### src/rtl/rom_arbiter.sv
// Arbitrates the shared instruction ROM between fetch (I) and constant loads (D).
// Each access runs IDLE -> ACCESS -> RESP, with D priority bounded by a starvation counter.
module rom_arbiter #(
    parameter int DEPTH      = 4096,
    parameter int STARVE_MAX = 4
) (
    input  logic        clk,
    input  logic        rst,
    input  logic        i_req,
    input  logic [31:0] i_addr,
    output logic        i_gnt,
    output logic        i_rvalid,
    output logic [31:0] i_rdata,
    output logic        i_rerr,
    input  logic        d_req,
    input  logic [31:0] d_addr,
    output logic        d_gnt,
    output logic        d_rvalid,
    output logic [31:0] d_rdata,
    output logic        d_rerr,
    output logic        rom_en,
    output logic [31:0] rom_addr,
    input  logic [31:0] rom_data
);
    localparam logic [1:0] IDLE   = 2'd0;
    localparam logic [1:0] ACCESS = 2'd1;
    localparam logic [1:0] RESP   = 2'd2;

    localparam logic [31:0] LAST_ADDR = 32'(DEPTH - 4);
    localparam int CW = $clog2(STARVE_MAX + 1);
    localparam logic [CW-1:0] STARVE_LIM = CW'(STARVE_MAX);

    logic [1:0]    state;
    logic [CW-1:0] starve_cnt;
    logic          owner_d;
    logic          err_q;

    logic          d_win;
    logic          i_win;
    logic          grant;
    logic [31:0]   win_addr;
    logic          win_err;

    always_comb begin
        d_win    = d_req && (!i_req || (starve_cnt != STARVE_LIM));
        i_win    = i_req && !d_win;
        // Grants are suppressed while reset is asserted so every output reads 0.
        grant    = (state == IDLE) && !rst && (i_req || d_req);
        win_addr = d_win ? d_addr : i_addr;
        win_err  = (win_addr[1:0] != 2'b00) || (win_addr > LAST_ADDR);
    end

    assign i_gnt = grant && i_win;
    assign d_gnt = grant && d_win;

    always_ff @(posedge clk) begin
        if (rst) begin
            state      <= IDLE;
            starve_cnt <= '0;
            owner_d    <= 1'b0;
            err_q      <= 1'b0;
            rom_en     <= 1'b0;
            rom_addr   <= 32'h0;
            i_rvalid   <= 1'b0;
            i_rdata    <= 32'h0;
            i_rerr     <= 1'b0;
            d_rvalid   <= 1'b0;
            d_rdata    <= 32'h0;
            d_rerr     <= 1'b0;
        end else begin
            i_rvalid <= 1'b0;
            d_rvalid <= 1'b0;
            i_rerr   <= 1'b0;
            d_rerr   <= 1'b0;
            rom_en   <= 1'b0;
            case (state)
                IDLE: begin
                    if (grant) begin
                        state   <= ACCESS;
                        owner_d <= d_win;
                        err_q   <= win_err;
                        // Faulting requests never reach the ROM; rom_addr keeps its old value.
                        if (!win_err) begin
                            rom_en   <= 1'b1;
                            rom_addr <= win_addr;
                        end
                        if (d_win && i_req) begin
                            starve_cnt <= starve_cnt + CW'(1);
                        end else if (i_win) begin
                            starve_cnt <= '0;
                        end
                    end
                end
                ACCESS: begin
                    state <= RESP;
                    if (owner_d) begin
                        d_rdata  <= err_q ? 32'h0 : rom_data;
                        d_rvalid <= 1'b1;
                        d_rerr   <= err_q;
                    end else begin
                        i_rdata  <= err_q ? 32'h0 : rom_data;
                        i_rvalid <= 1'b1;
                        i_rerr   <= err_q;
                    end
                end
                RESP: begin
                    state <= IDLE;
                end
                default: begin
                    state <= IDLE;
                end
            endcase
        end
    end
endmodule
### config.mk
export PLATFORM = sky130hd
export DESIGN_NAME = rom_arbiter
export DESIGN_NICKNAME = d
export VERILOG_FILES = /design/src/rtl/rom_arbiter.sv
export SDC_FILE = /design/constraint.sdc
export NUM_CORES = 1
export LEC_CHECK = 0
export ABC_CLOCK_PERIOD_IN_PS = 2100
export CORE_UTILIZATION = 45
export CTS_CLUSTER_SIZE = 25
export DETAILED_ROUTE_END_ITERATION = 6
export DONT_BUFFER_PORTS = 1
export HOLD_SLACK_MARGIN = 0.05
export SYNTH_ARGS = -nofsm -noshare
export SYNTH_HDL_FRONTEND = slang
export SYNTH_SLANG_ARGS = --single-unit
export TNS_END_PERCENT = 20
### constraint.sdc
create_clock -name clk -period 2.1 [get_ports clk]
set_clock_uncertainty 0.2 [all_clocks]
set_input_delay 0.21 -clock clk [delete_from_list [all_inputs] [get_ports clk]]
set_output_delay 0.21 -clock clk [all_outputs]
set_load 0.1 [all_outputs]
==> summary.md <==
| Metric | Value |
|---|---|
| Status | `finished, violations left` |
| Violations in the final reports | `negative setup slack` |
| Kind of start point of the critical path | `primary input` |
| Final cell count without fillers | `748` |
| WHS | `~0.11 ns` |
| Yosys cell types | `31` |
| Worst Path Required | `between 2 and 2.5 ns` |
| Fraction of final layout cells with drive strength greater than 1 | `between 20% and 30%` |
| Grt ovf | `0` |
| Port Buffers | `0` |
| Worst path max stage delay | `between 0.6 and 0.7 ns` |
| Share of power burned in the clock network | `33.9%` |
| Final core utilization | `between 60 and 70%` |
| First-pass GRT wire length | `between 15 and 20 mm` |
| Hold Vio Cnt, Final | `0` |
| Max VDD drop | `roughly 0.58 mV` |
| Starting density of the core | `between 40% and 50%` |
| Clock sink count | `108` |
| Area of the mapped netlist | `roughly 4000 sq um` |
| Die height | `96.75 um` |
| Worst Slack Setup Final | `-0.0005580 ns` |
| Synthesis-to-finish area growth | `46.55%` |
| Count of pins over their slew limit | `0` |
| Synthesis warning total | `0` |
| Share of power burned in registers | `around 47%` |
| Number of rows in the core area | `34` |
| Number of instances on the worst hold path | `3` |
| Static leakage | `2.428 nW` |
| Final estimated routing congestion in global placement | `0.7869` |
| Count of antenna-violating nets left after detailed routing | `0` |
| Vias in the first global route | `about 4k` |
| Pint | `between 3 and 4 mW` |
| Floorplan die width | `96.75 um` |
| Slowest stage cell on the critical path | `sky130_fd_sc_hd__dlygate4sd3_1` |
| Final design area excluding fillers | `slightly below 6000 sq um` |
| DRC violation total after the first TritonRoute iteration | `approximately 150` |
| Number of search-and-repair iterations in the first detailed-routing pass | `4` |
| Clock latency at the later pin of the worst-skew pair | `between 0.3 and 0.4 ns` |
| Slew at the pin with the worst max-slew slack | `between 0.5 and 0.6 ns` |
| Worst hold path class | `in2reg` |
| Reg clk slew, reported paths | `between 0.1 and 0.15 ns` |
| Critical path, cell by cell | `dlygate4sd3_1 -> nor2_1 -> and4b_1 -> nand3_1 -> o221ai_1 -> a21oi_1` |
| Gate count after technology mapping | `474` |
| Synthesized flop and latch total | `about 110` |
| Path type of the worst setup path | `in2reg` |
| Detail Placement HPWL | `approximately 7.4 mm` |
| RSZ-0062 raised after global routing | `yes` |
| Avg Inst Size Synth | `about 8.5 sq um` |
| Core ar. | `roughly 8700 sq um` |
| Switching share of power | `30.50%` |
| Io pins | `203` |
| Drt via density | `slightly above 5` |
| Slew headroom | `between 60% and 70%` |
| Final Cycle Share | `100.0%` |
| Final WL | `about 13 mm` |
| Setup slack after placement | `-0.2099 ns` |
| Cell Pwr Density | `between 700 and 800 nW/um^2` |
| Number of antenna violations at the first check in global routing | `1` |
| Residual DRC count | `0` |
| Floorplan die area | `~9400 sq um` |
| Clock period minus final worst setup slack | `~2.1 ns` |
| Share of total power in combinational logic | `19.5%` |
| Synth Net Count | `between 500 and 600` |
| Number of nets in the layout | `roughly 740` |
| Area post-placement | `about 4900 sq um` |
| Element type at the critical path end | `flip-flop` |
| Endpoint arrival time on the critical path | `about 2.1 ns` |
| Root cell of the clock tree | `sky130_fd_sc_hd__clkbuf_8` |
| CTS HTree Levels | `3` |
| Routed wire per std cell | `between 15 and 20 um` |
| Seq/Total Area, Yosys | `53.52%` |
| CTS tree | `yes` |
| NetSw | `1.394 mW` |
| Global-route usage over all layers | `~26%` |
| Worst setup slack for register-to-register paths | `roughly 0.04 ns` |
| Number of max-capacitance violations reported | `0` |
| Total CTS buffers | `9` |
| R2r worst-path depth | `5` |
| Via count | `a little under 4k` |
| Peak clock frequency supported by timing | `476.1 MHz` |
| Largest fanout on the critical path | `11` |
| Placed insts | `~670` |
| Maximum buffer depth of the clock tree | `2` |
| Maximum number of pins on one net before global-route repair | `63` |
| Number of endpoints failing setup at the final stage | `1` |
## final timing paths
kind                                               start                        to
worst min register to register  i_rdata[23]$_SDFFE_PP0P_  i_rdata[23]$_SDFFE_PP0P_
worst max register to register     state[1]$_SDFFE_PP0P_  rom_addr[4]$_SDFFE_PP0P_
worst max-delay path                               i_req  rom_addr[4]$_SDFFE_PP0P_
worst min-delay path                                 rst  i_rdata[26]$_SDFFE_PP0P_
## critical path: cells and delay by family
| family | cells | cell delay, ns |
|---|---|---|
| buffers and inverters | 1 | 0.68 |
| AOI/OAI and AO/OA | 2 | 0.46 |
| and+or+nand+nor | 3 | 0.78 |
## repair_timing
item                                    4_1_cts  5_1_grt
endpoints found under the hold margin       104        0
pin swaps                                     1        3
buffers inserted                              0        2
gates cloned                                  1        0
gates resized for setup                       5        4
hold buffers                                 63        0
endpoints found under the setup margin       34       36
## metrics by stage
step / setup TNS [ns] / total power [mW]
floorplan: -0.04349 / 2.783
global placement: -2.546 / 2.910
CTS: 0 / 4.593
detailed placement: -4.775 / 2.920
finish: -0.0005580 / 4.569
global route: -0.3154 / 4.747
## layout by cell type, fill, tap and decap left out, types with 10 or more instances in the layout
master / n
sky130_fd_sc_hd__a21oi_1: 76
sky130_fd_sc_hd__buf_4: 111
sky130_fd_sc_hd__nand2_1: 130
sky130_fd_sc_hd__nor4_1: 10
sky130_fd_sc_hd__o221ai_1: 10
sky130_fd_sc_hd__dlygate4sd3_1: 61
sky130_fd_sc_hd__inv_1: 14
sky130_fd_sc_hd__and2_4: 19
sky130_fd_sc_hd__nor2b_1: 33
sky130_fd_sc_hd__dfxtp_1: 106
## power by group through the flow
stage	registers (mW)	logic [mW]	clock network, mW
after global routing	2.14	0.937	1.67
after CTS	2.13	0.873	1.59
after floorplan	2.55	0.233	0
after global placement	2.17	0.736	0
final	2.13	0.892	1.55
after detailed placement	2.18	0.744	0
## cell type report
| class | instances | area [sq um] |
|---|---|---|
| inverter | 14 | 52.55 |
| clock buffer | 9 | 123.9 |
| multi-input combinational | 322 | 1722 |
| clock inverter | 7 | 130.1 |
| fill | 686 | 2800 |
| timing repair buffer | 179 | 1590 |
| sequential | 108 | 2165 |
| tap | 108 | 135.1 |
| antenna | 1 | 2.502 |
## flip-flops by register name (all words and copies together) (netlist names), 2 cells and up
register / flops
d_rdata: 32
i_rdata: 32
rom_addr: 32
starve_cnt: 3
state: 2
## routing by layer
layer | vias to the layer above | GRT usage [%] | routed length [um]
li1 | 1868 | - | -
met1 | 1768 | 27.24 | 4605
met4 | 0 | 12.17 | 556
met3 | 44 | 6.720 | 771
met2 | 171 | 47.35 | 6578
met5 | - | 0 | 0
## synthesized netlist by cell type
master / count / area [sq um]
sky130_fd_sc_hd__nand4b_1: 1 / 8.760
sky130_fd_sc_hd__or3_1: 1 / 6.260
sky130_fd_sc_hd__nand4_1: 1 / 6.260
sky130_fd_sc_hd__clkbuf_1: 23 / 86.33
sky130_fd_sc_hd__and2_1: 5 / 31.28
sky130_fd_sc_hd__a21oi_1: 77 / 385.4
sky130_fd_sc_hd__and4b_1: 1 / 10.01
sky130_fd_sc_hd__a22oi_1: 1 / 7.510
sky130_fd_sc_hd__o21a_1: 1 / 7.510
sky130_fd_sc_hd__nand2b_1: 2 / 12.51
sky130_fd_sc_hd__nor2_1: 11 / 41.29
sky130_fd_sc_hd__o31ai_1: 1 / 7.510
sky130_fd_sc_hd__and3_1: 3 / 18.77
sky130_fd_sc_hd__nand2_1: 131 / 491.7
sky130_fd_sc_hd__a31o_2: 1 / 8.760
sky130_fd_sc_hd__and4_1: 1 / 8.760
sky130_fd_sc_hd__buf_2: 4 / 20.02
sky130_fd_sc_hd__nor3_4: 1 / 16.27
sky130_fd_sc_hd__and2_4: 19 / 166.4
sky130_fd_sc_hd__o221ai_1: 10 / 87.58
sky130_fd_sc_hd__ha_1: 2 / 25.02
sky130_fd_sc_hd__inv_1: 14 / 52.55
sky130_fd_sc_hd__nand3_1: 2 / 10.01
sky130_fd_sc_hd__nor3b_4: 1 / 18.77
sky130_fd_sc_hd__nor4_1: 10 / 62.56
sky130_fd_sc_hd__dfxtp_1: 108 / 2162
sky130_fd_sc_hd__o21ai_0: 2 / 10.01
sky130_fd_sc_hd__nor2b_1: 34 / 212.7
sky130_fd_sc_hd__nand3b_1: 1 / 7.510
sky130_fd_sc_hd__nor3_1: 1 / 5.000
sky130_fd_sc_hd__buf_6: 4 / 45.04
## cells by family (layout without fill, tap and decap cells)
| logic type | after synthesis | count (layout) | share of synthesized area [%] |
|---|---|---|---|
| adder cells (fa/ha/maj) | 2 | 2 | 0.6193 |
| buffers and inverters | 45 | 209 | 5.048 |
| AO/OA/AOI/OAI | 93 | 93 | 12.73 |
| AND/OR/NAND/NOR | 226 | 227 | 28.09 |
| flip-flops | 108 | 108 | 53.51 |
| other | 0 | 1 | 0 |
Note: power is estimated with default switching activity, not from simulation.
